$ cat config.mk
export PLATFORM = sky130hd
export DESIGN_NAME = uart_rx_byte
export DESIGN_NICKNAME = d
export VERILOG_FILES = /design/src/rtl/uart_rx_byte.sv
export SDC_FILE = /design/constraint.sdc
export NUM_CORES = 1
export LEC_CHECK = 0
export CAP_MARGIN = 20
export CORE_MARGIN = 2
export CORE_UTILIZATION = 55
export DETAILED_ROUTE_END_ITERATION = 12
export PLACE_DENSITY = 0.77
export SLEW_MARGIN = 5
export SYNTH_ARGS = -nofsm -noshare
export SYNTH_HDL_FRONTEND = slang
export SYNTH_SLANG_ARGS = --single-unit
$ cat constraint.sdc
create_clock -name clk -period 2.45 [get_ports clk]
set_clock_uncertainty 0.15 [all_clocks]
set_input_delay 0.245 -clock clk [delete_from_list [all_inputs] [get_ports clk]]
set_output_delay 0.245 -clock clk [all_outputs]
set_load 0.02 [all_outputs]
$ cat src/rtl/uart_rx_byte.sv
// rtl/uart_rx_byte.sv - 8N1 UART receiver feeding the command decoder.
// Start edge, start-bit mid-sample, eight LSB-first data bits, stop-bit check.
module uart_rx_byte #(
   parameter int CLKS_PER_BIT = 104,
   parameter int HALF_BIT     = CLKS_PER_BIT / 2
) (
   input  logic       clk,
   input  logic       rst_n,
   input  logic       rx,
   output logic [7:0] rx_byte,
   output logic       received,
   output logic       frame_err,
   output logic       busy
);

   localparam int CW = $clog2(CLKS_PER_BIT);
   localparam logic [CW-1:0] BIT_LAST  = CW'(CLKS_PER_BIT - 1);
   localparam logic [CW-1:0] HALF_LAST = CW'(HALF_BIT - 1);

   typedef enum logic [2:0] {
      S_IDLE,
      S_START,
      S_DATA,
      S_STOP,
      S_BREAK
   } state_t;

   state_t        state, state_n;
   logic [CW-1:0] cnt, cnt_n;
   logic [2:0]    bit_idx, bit_idx_n;
   logic [7:0]    shift, shift_n;
   logic [7:0]    byte_n;
   logic          received_n, frame_err_n;
   logic          rx_meta, rx_s;

   // Sync flops preset high so reset never looks like a start edge.
   always_ff @(posedge clk) begin
      if (!rst_n) begin
         rx_meta <= 1'b1;
         rx_s    <= 1'b1;
      end else begin
         rx_meta <= rx;
         rx_s    <= rx_meta;
      end
   end

   always_ff @(posedge clk) begin
      if (!rst_n) begin
         state     <= S_IDLE;
         cnt       <= '0;
         bit_idx   <= '0;
         shift     <= '0;
         rx_byte   <= '0;
         received  <= 1'b0;
         frame_err <= 1'b0;
      end else begin
         state     <= state_n;
         cnt       <= cnt_n;
         bit_idx   <= bit_idx_n;
         shift     <= shift_n;
         rx_byte   <= byte_n;
         received  <= received_n;
         frame_err <= frame_err_n;
      end
   end

   always_comb begin
      state_n     = state;
      cnt_n       = cnt;
      bit_idx_n   = bit_idx;
      shift_n     = shift;
      byte_n      = rx_byte;
      received_n  = 1'b0;
      frame_err_n = 1'b0;
      case (state)
         S_IDLE: begin
            cnt_n     = '0;
            bit_idx_n = '0;
            if (!rx_s) state_n = S_START;
         end
         S_START: begin
            if (cnt == HALF_LAST) begin
               cnt_n     = '0;
               bit_idx_n = '0;
               state_n   = rx_s ? S_IDLE : S_DATA;
            end else begin
               cnt_n = cnt + CW'(1);
            end
         end
         S_DATA: begin
            if (cnt == BIT_LAST) begin
               cnt_n            = '0;
               shift_n[bit_idx] = rx_s;
               if (bit_idx == 3'd7) state_n = S_STOP;
               else bit_idx_n = bit_idx + 3'd1;
            end else begin
               cnt_n = cnt + CW'(1);
            end
         end
         S_STOP: begin
            // Leaving at mid-stop gives half a bit of slack for the next start edge.
            if (cnt == BIT_LAST) begin
               cnt_n = '0;
               if (rx_s) begin
                  byte_n     = shift;
                  received_n = 1'b1;
                  state_n    = S_IDLE;
               end else begin
                  frame_err_n = 1'b1;
                  state_n     = S_BREAK;
               end
            end else begin
               cnt_n = cnt + CW'(1);
            end
         end
         S_BREAK: begin
            cnt_n = '0;
            if (rx_s) state_n = S_IDLE;
         end
         default: state_n = S_IDLE;
      endcase
   end

   assign busy = (state != S_IDLE);

endmodule

**After elaboration in Yosys (flattened, before gate mapping)**

Index checks and enable logic that the tools add are counted.

- Add/sub/neg operators: 2
- Magnitude comparators: 2
- Equality and inequality tests: 14
- Muxes and demuxes: 21
- Reduce and logical (&&, ||, !) cells: 12

Operator list:

| kind | number |
|---|---|
| $mux W3 | 10 |
| $pmux W7 S3 | 1 |
| $pmux W3 S5 | 1 |
| $mux W7 | 2 |
| $ne A2 B2 Y1 const B | 7 |
| $pmux W3 S3 | 1 |
| $reduce_bool A3 Y1 | 3 |
| $bwmux W8 | 1 |
| $add A7 B1 Y7 const B | 1 |
| $eq A7 B6 Y1 const B | 1 |
| $eq A7 B7 Y1 const B | 1 |
| $eq A3 B2 Y1 const B | 2 |
| $eq A3 B3 Y1 const B | 2 |
| $reduce_and A3 Y1 | 2 |
| $reduce_and A6 Y1 | 1 |
| $lt A3 B4 Y1 const B | 1 |
| $reduce_and A4 Y1 | 1 |
| $reduce_or A2 Y1 | 2 |
| $add A3 B1 Y3 const B | 1 |
| $demux W1 S3 | 1 |
| $eq A3 B1 Y1 const B | 1 |
| $ge A3 B1 Y1 const B | 1 |
| $logic_not A3 Y1 | 1 |
| $mux W1 | 3 |
| 3 further kinds | 3 |

- Flip-flop bits (word level): 33
- Input bits: 3
- Output and inout bits: 11
- Word-level logic and storage cells: 60

**Logic depth before layout (Yosys ltp)**

Gate-level depths: netlist of the first run.

- Word-level depth: 5
- Mapped depth: 7
- Mapped depth without buffers: 5

**Least setup slack after synthesis of the first run**

Ideal clock, no wire load.

- Path type: flip-flop to flip-flop
- Start point: register cnt[0]
- End point: register bit_idx[0]
- Setup time: 0.117 ns
- Arrival time: 1.658 ns
- Required time: 2.183 ns
- Path slack: 0.524 ns
- Stages on the path, launching flop included: 6
- Path buffers: 0
- Period minus slack after synthesis: 1.926 ns
- Path through: dfxtp_1 > ha_1 > nor4b_2 > nand4b_1 > a221o_1 > a32o_1

- Cells in the longest elaborated chain, start to end: 3
- Elaborated cells on any way between the ends: 5
- Classes of those cells: eq/ne: 4; reduce/logical: 1

Ends and longest elaborated chain:

| element | line | RTL |
|---|---|---|
| start: declaration | 29 | `logic [CW-1:0] cnt, cnt_n;` |
| start signal: assignment | 58 | `cnt <= cnt_n;` |
| $eq A7 B7 Y1 or $eq A7 B6 Y1 (tied branches) | 91, 82 |  |
| $ne A2 B2 Y1 (no line) | n/a |  |
| $reduce_and A4 Y1 (no line) * | n/a |  |
| end signal: assignment | 59 | `bit_idx <= bit_idx_n;` |
| end: declaration | 30 | `logic [2:0] bit_idx, bit_idx_n;` |

Mark *: on every way between the ends. The rest lies on a longest branch, timed or not.
A chain may end at the register's enable or synchronous reset.

**Final worst setup path of the first run**

- Start point: register bit_idx[0]
- End point: register bit_idx[0]

- Cells in the longest elaborated chain, start to end: 4
- Elaborated cells on any way between the ends: 7
- Classes of those cells: add/sub: 1; eq/ne: 2; mux: 3; reduce/logical: 1

Ends and longest elaborated chain:

| element | line | RTL |
|---|---|---|
| $add A3 B1 Y3 | 95 | `else bit_idx_n = bit_idx + 3'd1;` |
| $mux W3 | 94 | `if (bit_idx == 3'd7) state_n = S_STOP;` |
| $mux W3 | 91 | `if (cnt == BIT_LAST) begin` |
| $pmux W3 S3 | 75 | `case (state)` |

Parallel ways exist; a longest one is shown, timed or not. The select of a mux whose other input is x is not followed.

==> summary.txt, run 1 <==
Placement
  • Cell count after placement: between 150 and 200
  • Hpwl dp: 2166 um
  • Number of port buffers: 13
  • Routability cong.: roughly 0.9

Synthesis
  • Cell Area, Synth: between 0.001 and 0.0015 sq mm
  • Synth Instances: ~160
  • Yosys warnings: 0
  • Distinct cells, synth: between 40 and 50
  • Mean Syn Cell Area: a little over 9 sq um
  • Synth Net Count: ~170
  • Ys async rst share: 0%
  • Yosys reg bits: 33
  • Seq/Total Area, Yosys: ~44%
  • Post-synth EDFFs: 0
  • Top_reg_cell synth: dfxtp_1

Route
  • Drt pass-1 iters: 4
  • Drt wl/cell: 14.49 um
  • Drt total wl: approximately 3000 um
  • Drc violations: 0
  • Number of DRC markers in iteration 0: 45
  • Drt via density: 5.976
  • Final ANT Viol Nets: 0
  • Vias: roughly 1200

Power and ir drop
  • Peak supply drop: about 0.00052 V
  • PD cells: about 540 mW/mm^2
  • Pleak: 0.6747 nW

Global route
  • Total GRT Usage: between 20% and 30%
  • Initial antenna violation count: 0
  • Pin count of the biggest net entering global routing: 14
  • Global-route wire length before repair: about 5200 um
  • Vias in the first global route: between 1000 and 1500
  • Grt total ovfl: 0

Critical path
  • CP Class: reg2reg
  • Reg2reg start: bit_idx[0]
  • Setup crit start kind: flip-flop
  • Worst reg2reg endpoint: bit_idx[0]
  • Worst-path fanout max: 12
  • Reg2reg setup slack: about 0.26 ns
  • CP endpoint kind: flip-flop
  • Critical Path RT: approximately 2.5 ns
  • R2R depth: 5
  • WP data arrival: approximately 2.3 ns

Floorplanning
  • Initial Util: 59.18%
  • Core Box Area: around 0.0025 sq mm
  • Die ar.: 0.003147 sq mm
  • I/O pin count: 14
  • Std cell rows: 18
  • Die Y: approximately 56 um
  • Die Width: roughly 56 um

CTS
  • Max Root-Sink Buffers: 2
  • # hold bufs at CTS: 0
  • Resized Gates After CTS: 0
  • TritonCTS buffer count: 5
  • Clock transition at the registers of the reported paths: roughly 0.1 ns
  • Post-CTS Setup Bufs: 0
  • Root Driver: clkbuf_4
  • # H-tree levels: 2
  • Clk Latency, worst-skew pair: around 0.34 ns
  • CTS tree: done
  • Clock sink total: 33

Hold path
  • Worst hold endpoint: rx_s
  • WHS Path Cells: 1
  • Worst Hold Launch: rx_meta
  • Min-delay worst type: reg2reg

Finish
  • FF/Latch Area: between 600 and 700 sq um
  • Area Overhead vs Synth: 14.67%
  • Diodes inserted: 0
  • Share of cells above drive strength 1: under 10%
  • Commonest cells after routing, fill and taps aside: dfxtp_1 (33), nor2_1 (20), nand2_1 (17), mux2i_1 (17), clkdlybuf4s50_1 (13)
  • Area of the multi-input gates: just under 800 sq um
  • Filler Cell Count: 200
  • Final nets: 182
  • Final cell count without fillers: between 200 and 250
  • Commonest non-fill, non-tap cell in the layout: dfxtp_1

Run status
  • Status: complete, no violations

Job
  • Max Cap Viol: 0

STA
  • Slew @ Worst Pin: 0.4485 ns
  • Setup violators final: 0
  • Final hold vios: 0
  • Max_slew headroom: 70.04%
  • Period minus WS final: ~2.2 ns
  • RSZ-0062 raised after global routing: false
  • Final Max Tran Viols: 0
  • Period utilization: between 80 and 90%
  • F_max: approximately 0.46 GHz
  • Post-route setup TNS: 0 ns
==> worst max path at each step <==
stage	start	endpoint	slack (ns)	depth (start not counted)
floorplan	cnt[0]	bit_idx[0]	0.52	5
global placement	bit_idx[0]	bit_idx[0]	0.39	5
detailed placement	bit_idx[0]	bit_idx[0]	0.30	5
CTS	bit_idx[0]	bit_idx[0]	0.28	5
global route	cnt[0]	bit_idx[0]	0.14	5
finish	bit_idx[0]	bit_idx[0]	0.26	5
==> cells by family after synthesis <==
logic type | after synthesis | synth area share (%)
AND/OR/NAND/NOR | 72 | 25.57
buffers and inverters | 14 | 3.771
adder cells (fa/ha/maj) | 3 | 2.515
multiplexers | 18 | 12.15
flip-flops | 33 | 44.26
XOR/XNOR | 4 | 2.347
AO/OA/AOI/OAI | 19 | 9.388
==> cells in the mapped netlist, drive strengths merged (2+ instances only) <==
cell type | instances | area, sq um
a21oi | 4 | 20.02
buf | 4 | 18.76
clkbuf | 6 | 22.52
dfxtp | 33 | 660.6
ha | 3 | 37.54
inv | 4 | 15.01
mux2i | 17 | 170.2
nand2 | 17 | 63.81
nand2b | 4 | 25.02
nand3 | 5 | 25.02
nand3b | 2 | 15.01
nand4 | 5 | 31.28
nand4b | 2 | 17.52
nor2 | 20 | 75.07
nor3 | 3 | 15.01
nor3b | 4 | 30.03
o21ai | 4 | 23.77
o31ai | 2 | 15.01
or3 | 3 | 18.77
xnor2 | 2 | 17.52
xor2 | 2 | 17.52
==> final cells by class <==
cell class | instances | area share (%)
repair buffers | 16 | 8.918
flip-flops and latches | 33 | 38.60
clock inverters | 1 | 0.2924
well taps | 30 | 2.193
multi-input cells | 116 | 45.32
clock buffers | 7 | 3.801
inverters | 4 | 0.8772
==> registers in the layout, summed over array words and instances (netlist names) <==
| name | flops |
|---|---|
| rx_byte | 8 |
| received | 1 |
| rx_meta | 1 |
| bit_idx | 3 |
| shift | 8 |
| cnt | 7 |
| state | 3 |
| rx_s | 1 |
| frame_err | 1 |
==> stage by stage <==
| stage | worst slack (ns) | hold WS [ns] | total power, mW | area (sq um) | util (%) |
|---|---|---|---|---|---|
| floorplan | 0.5242 | 0.1965 | 0.5743 | 1493 | - |
| global placement | 0.3896 | 0.2423 | 0.5850 | 1642 | 65.08 |
| detailed placement | 0.2994 | 0.2484 | 0.5857 | 1642 | 65.08 |
| CTS | 0.2803 | 0.2702 | 0.9290 | 1712 | 67.86 |
| global route | 0.1445 | 0.2837 | 0.9526 | 1712 | 67.86 |
| finish | 0.2609 | 0.2650 | 0.9209 | 1712 | 67.86 |
==> layer usage <==
metal | routed length, um | track usage (%) | vias up
li1 | - | - | 604
met1 | 1358 | 25.90 | 569
met2 | 1363 | 32.27 | 50
met3 | 180 | 7.442 | 14
met4 | 97 | 12.24 | 0
met5 | 0 | 0 | -
==> power by group <==
group | total, mW | switching, mW | leakage (nW) | internal, mW
sequential | 0.543 | 0.00389 | 0.266 | 0.539
combinational | 0.0306 | 0.0183 | 0.367 | 0.0123
clock | 0.347 | 0.181 | 0.0413 | 0.166
total | 0.921 | 0.203 | 0.675 | 0.717
==> worst max-delay path, stage by stage, from the launching register on <==
cell     delay (ns)
dfxtp_1        0.44
ha_1           0.26
ha_1           0.22
or3_1          0.37
a221o_1        0.37
a32o_1         0.29
No activity file was read; power rests on OpenSTA's default activity.
==> run 2: changes to the inputs <==
CORE_ASPECT_RATIO = 0.75   (was default)
==> summary.txt, run 2 (synthesized netlist as in run 1, its figures left out) <==
STA
  • RSZ-0062 raised after global routing: false
  • Final Max Tran Viols: 0 (unchanged)
  • Final hold vios: 0 (unchanged)
  • Period utilization: 87.88% (-1.5 points)
  • Post-route setup TNS: 0 ns (unchanged)
  • Period minus WS final: 2.153 ns (-0.03601 ns)
  • Max_slew headroom: 69.07% (-0.97 points)
  • Setup ws final: 0.2969 ns (+0.03601 ns)
  • Slew @ Worst Pin: 0.4608 ns (+0.01237 ns)
  • F_max: 0.4645 GHz (+1.7%)
  • Setup violators final: 0 (unchanged)

Finish
  • Fin util: 66.63% (-1.2 points)
  • Diodes inserted: 0 (unchanged)
  • Post-route cell area: 0.001734 sq mm (+1.3%)
  • Area Overhead vs Synth: 16.18%
  • Top flop regs: rx_byte (8), shift (8), cnt (7)
  • Share of cells above drive strength 1: 7.345% (-0.56 points)
  • Final nets: 182 (unchanged)
  • Commonest cells after routing, fill and taps aside: dfxtp_1 (33), nor2_1 (20), nand2_1 (17), mux2i_1 (17), clkdlybuf4s50_1 (13)
  • Commonest non-fill, non-tap cell in the layout: dfxtp_1
  • Filler Cell Count: 218 (+9.0%)

CTS
  • Resized Gates After CTS: 0 (unchanged)
  • CTS tree: done
  • Clock transition at the registers of the reported paths: 0.09 ns (about the same)
  • Post-CTS Setup Bufs: 0 (unchanged)
  • Clk Latency, worst-skew pair: 0.34 ns (about the same)
  • Root Driver: clkbuf_4
  • TritonCTS buffer count: 5 (unchanged)
  • Clock sink total: 33 (unchanged)
  • # hold bufs at CTS: 0 (unchanged)
  • # H-tree levels: 2 (unchanged)
  • Max Root-Sink Buffers: 2 (unchanged)

Floorplanning
  • Std cell rows: 16 (-2)
  • Die Width: 64.16 um (+14%)
  • Die ar.: 0.003151 sq mm (+0.14%)
  • I/O pin count: 14 (unchanged)
  • Core Box Area: 0.002603 sq mm (+3.2%)
  • Initial Util: 57.36% (-1.8 points)
  • Die Y: 49.12 um (-12%)

Global route
  • Global-route wire length before repair: 5071 um (-1.6%)
  • Total GRT Usage: 21.09% (-0.16 points)
  • Grt total ovfl: 0 (unchanged)
  • Vias in the first global route: 1094 (-4.3%)
  • Initial antenna violation count: 0 (unchanged)
  • Pin count of the biggest net entering global routing: 14 (unchanged)

Power and ir drop
  • Pleak: 0.6789 nW (+0.62%)
  • Pwr Total: 0.9912 mW (+7.6%)
  • PD cells: 571.6 mW/mm^2 (+6.2%)
  • Peak supply drop: 0.0004712 V (-10%)

Placement
  • Hpwl dp: 2134 um (-1.4%)
  • DP Area: 0.001649 sq mm (+0.46%)
  • Number of port buffers: 13 (unchanged)
  • Routability cong.: 0.9071 (+2.9%)
  • DP Worst Slack: 0.3109 ns (+0.01149 ns)

Route
  • Number of DRC markers in iteration 0: 40 (-11%)
  • Vias: 1192 (-3.6%)
  • Drt total wl: 2903 um (-3.2%)
  • Drt wl/cell: 13.63 um (-5.9%)
  • Drt via density: 5.596 (-6.4%)
  • Drc violations: 0 (unchanged)
  • Final ANT Viol Nets: 0 (unchanged)
  • Drt pass-1 iters: 4 (unchanged)

Critical path
  • Setup crit start kind: flip-flop
  • CP endpoint kind: flip-flop
  • Critical Path RT: 2.53 ns (about the same)
  • CP Class: reg2reg
  • Worst-path fanout max: 12 (unchanged)
  • WP data arrival: 2.23 ns (-0.05 ns)

Job
  • Max Cap Viol: 0 (unchanged)

Hold path
  • Min-delay worst type: reg2reg

Run status
  • Status: complete, no violations
==> run 2: layout make-up <==
cell class	instances	area (sq um)	area share, %
Clock buffer	7	55.05	3.175
Tap cell	36	45.04	2.597
Clock inverter	1	30.03	1.732
Timing Repair Buffer	16	152.6	8.802
Sequential cell	33	660.6	38.10
Multi-Input combinational cell	116	775.7	44.73
Inverter	4	15.01	0.8658
==> run 2: report_power, final <==
| group | switching (mW) | leakage, nW | internal [mW] |
|---|---|---|---|
| Sequential | 0.00411 | 0.266 | 0.539 |
| Clock | 0.174 | 0.0455 | 0.244 |
| Combinational | 0.0182 | 0.367 | 0.0124 |
==> run 2: per-stage QoR <==
step	hold slack [ns]	std cells
floorplan	0.1965	163
global placement	0.2494	205
detailed placement	0.2501	205
CTS	0.2748	213
global route	0.2791	213
finish	0.2699	213
==> run 2: path summary, 6_finish.rpt <==
check / from / slack [ns] / cells past startpoint / endpoint
max: bit_idx[0] / 0.30 / 5 / bit_idx[0]
min reg2reg: rx_meta / 0.27 / 1 / rx_s
max reg2reg: bit_idx[0] / 0.30 / 5 / bit_idx[0]
min: rx_meta / 0.27 / 1 / rx_s
==> run 2: metal layers <==
metal	share of wire [%]	vias up	wire [um]	global-route usage, %
li1	-	605	-	-
met1	47	549	1355	27.22
met2	46	32	1332	34.03
met3	5.8	6	167	6.467
met4	1.6	0	47	6.383
met5	0	-	0	0
==> run 2: critical path, stage by stage (launching register included) <==
cell and delay (ns):
dfxtp_1 0.42, ha_1 0.25, ha_1 0.21, or3_1 0.39, a221o_1 0.36, a32o_1 0.28
==> run 3: changes to the inputs <==
SLEW_MARGIN = 20   (was 5)
==> results of run 3 <==
The final DEF is identical to that of run 2; final timing and power are the same.
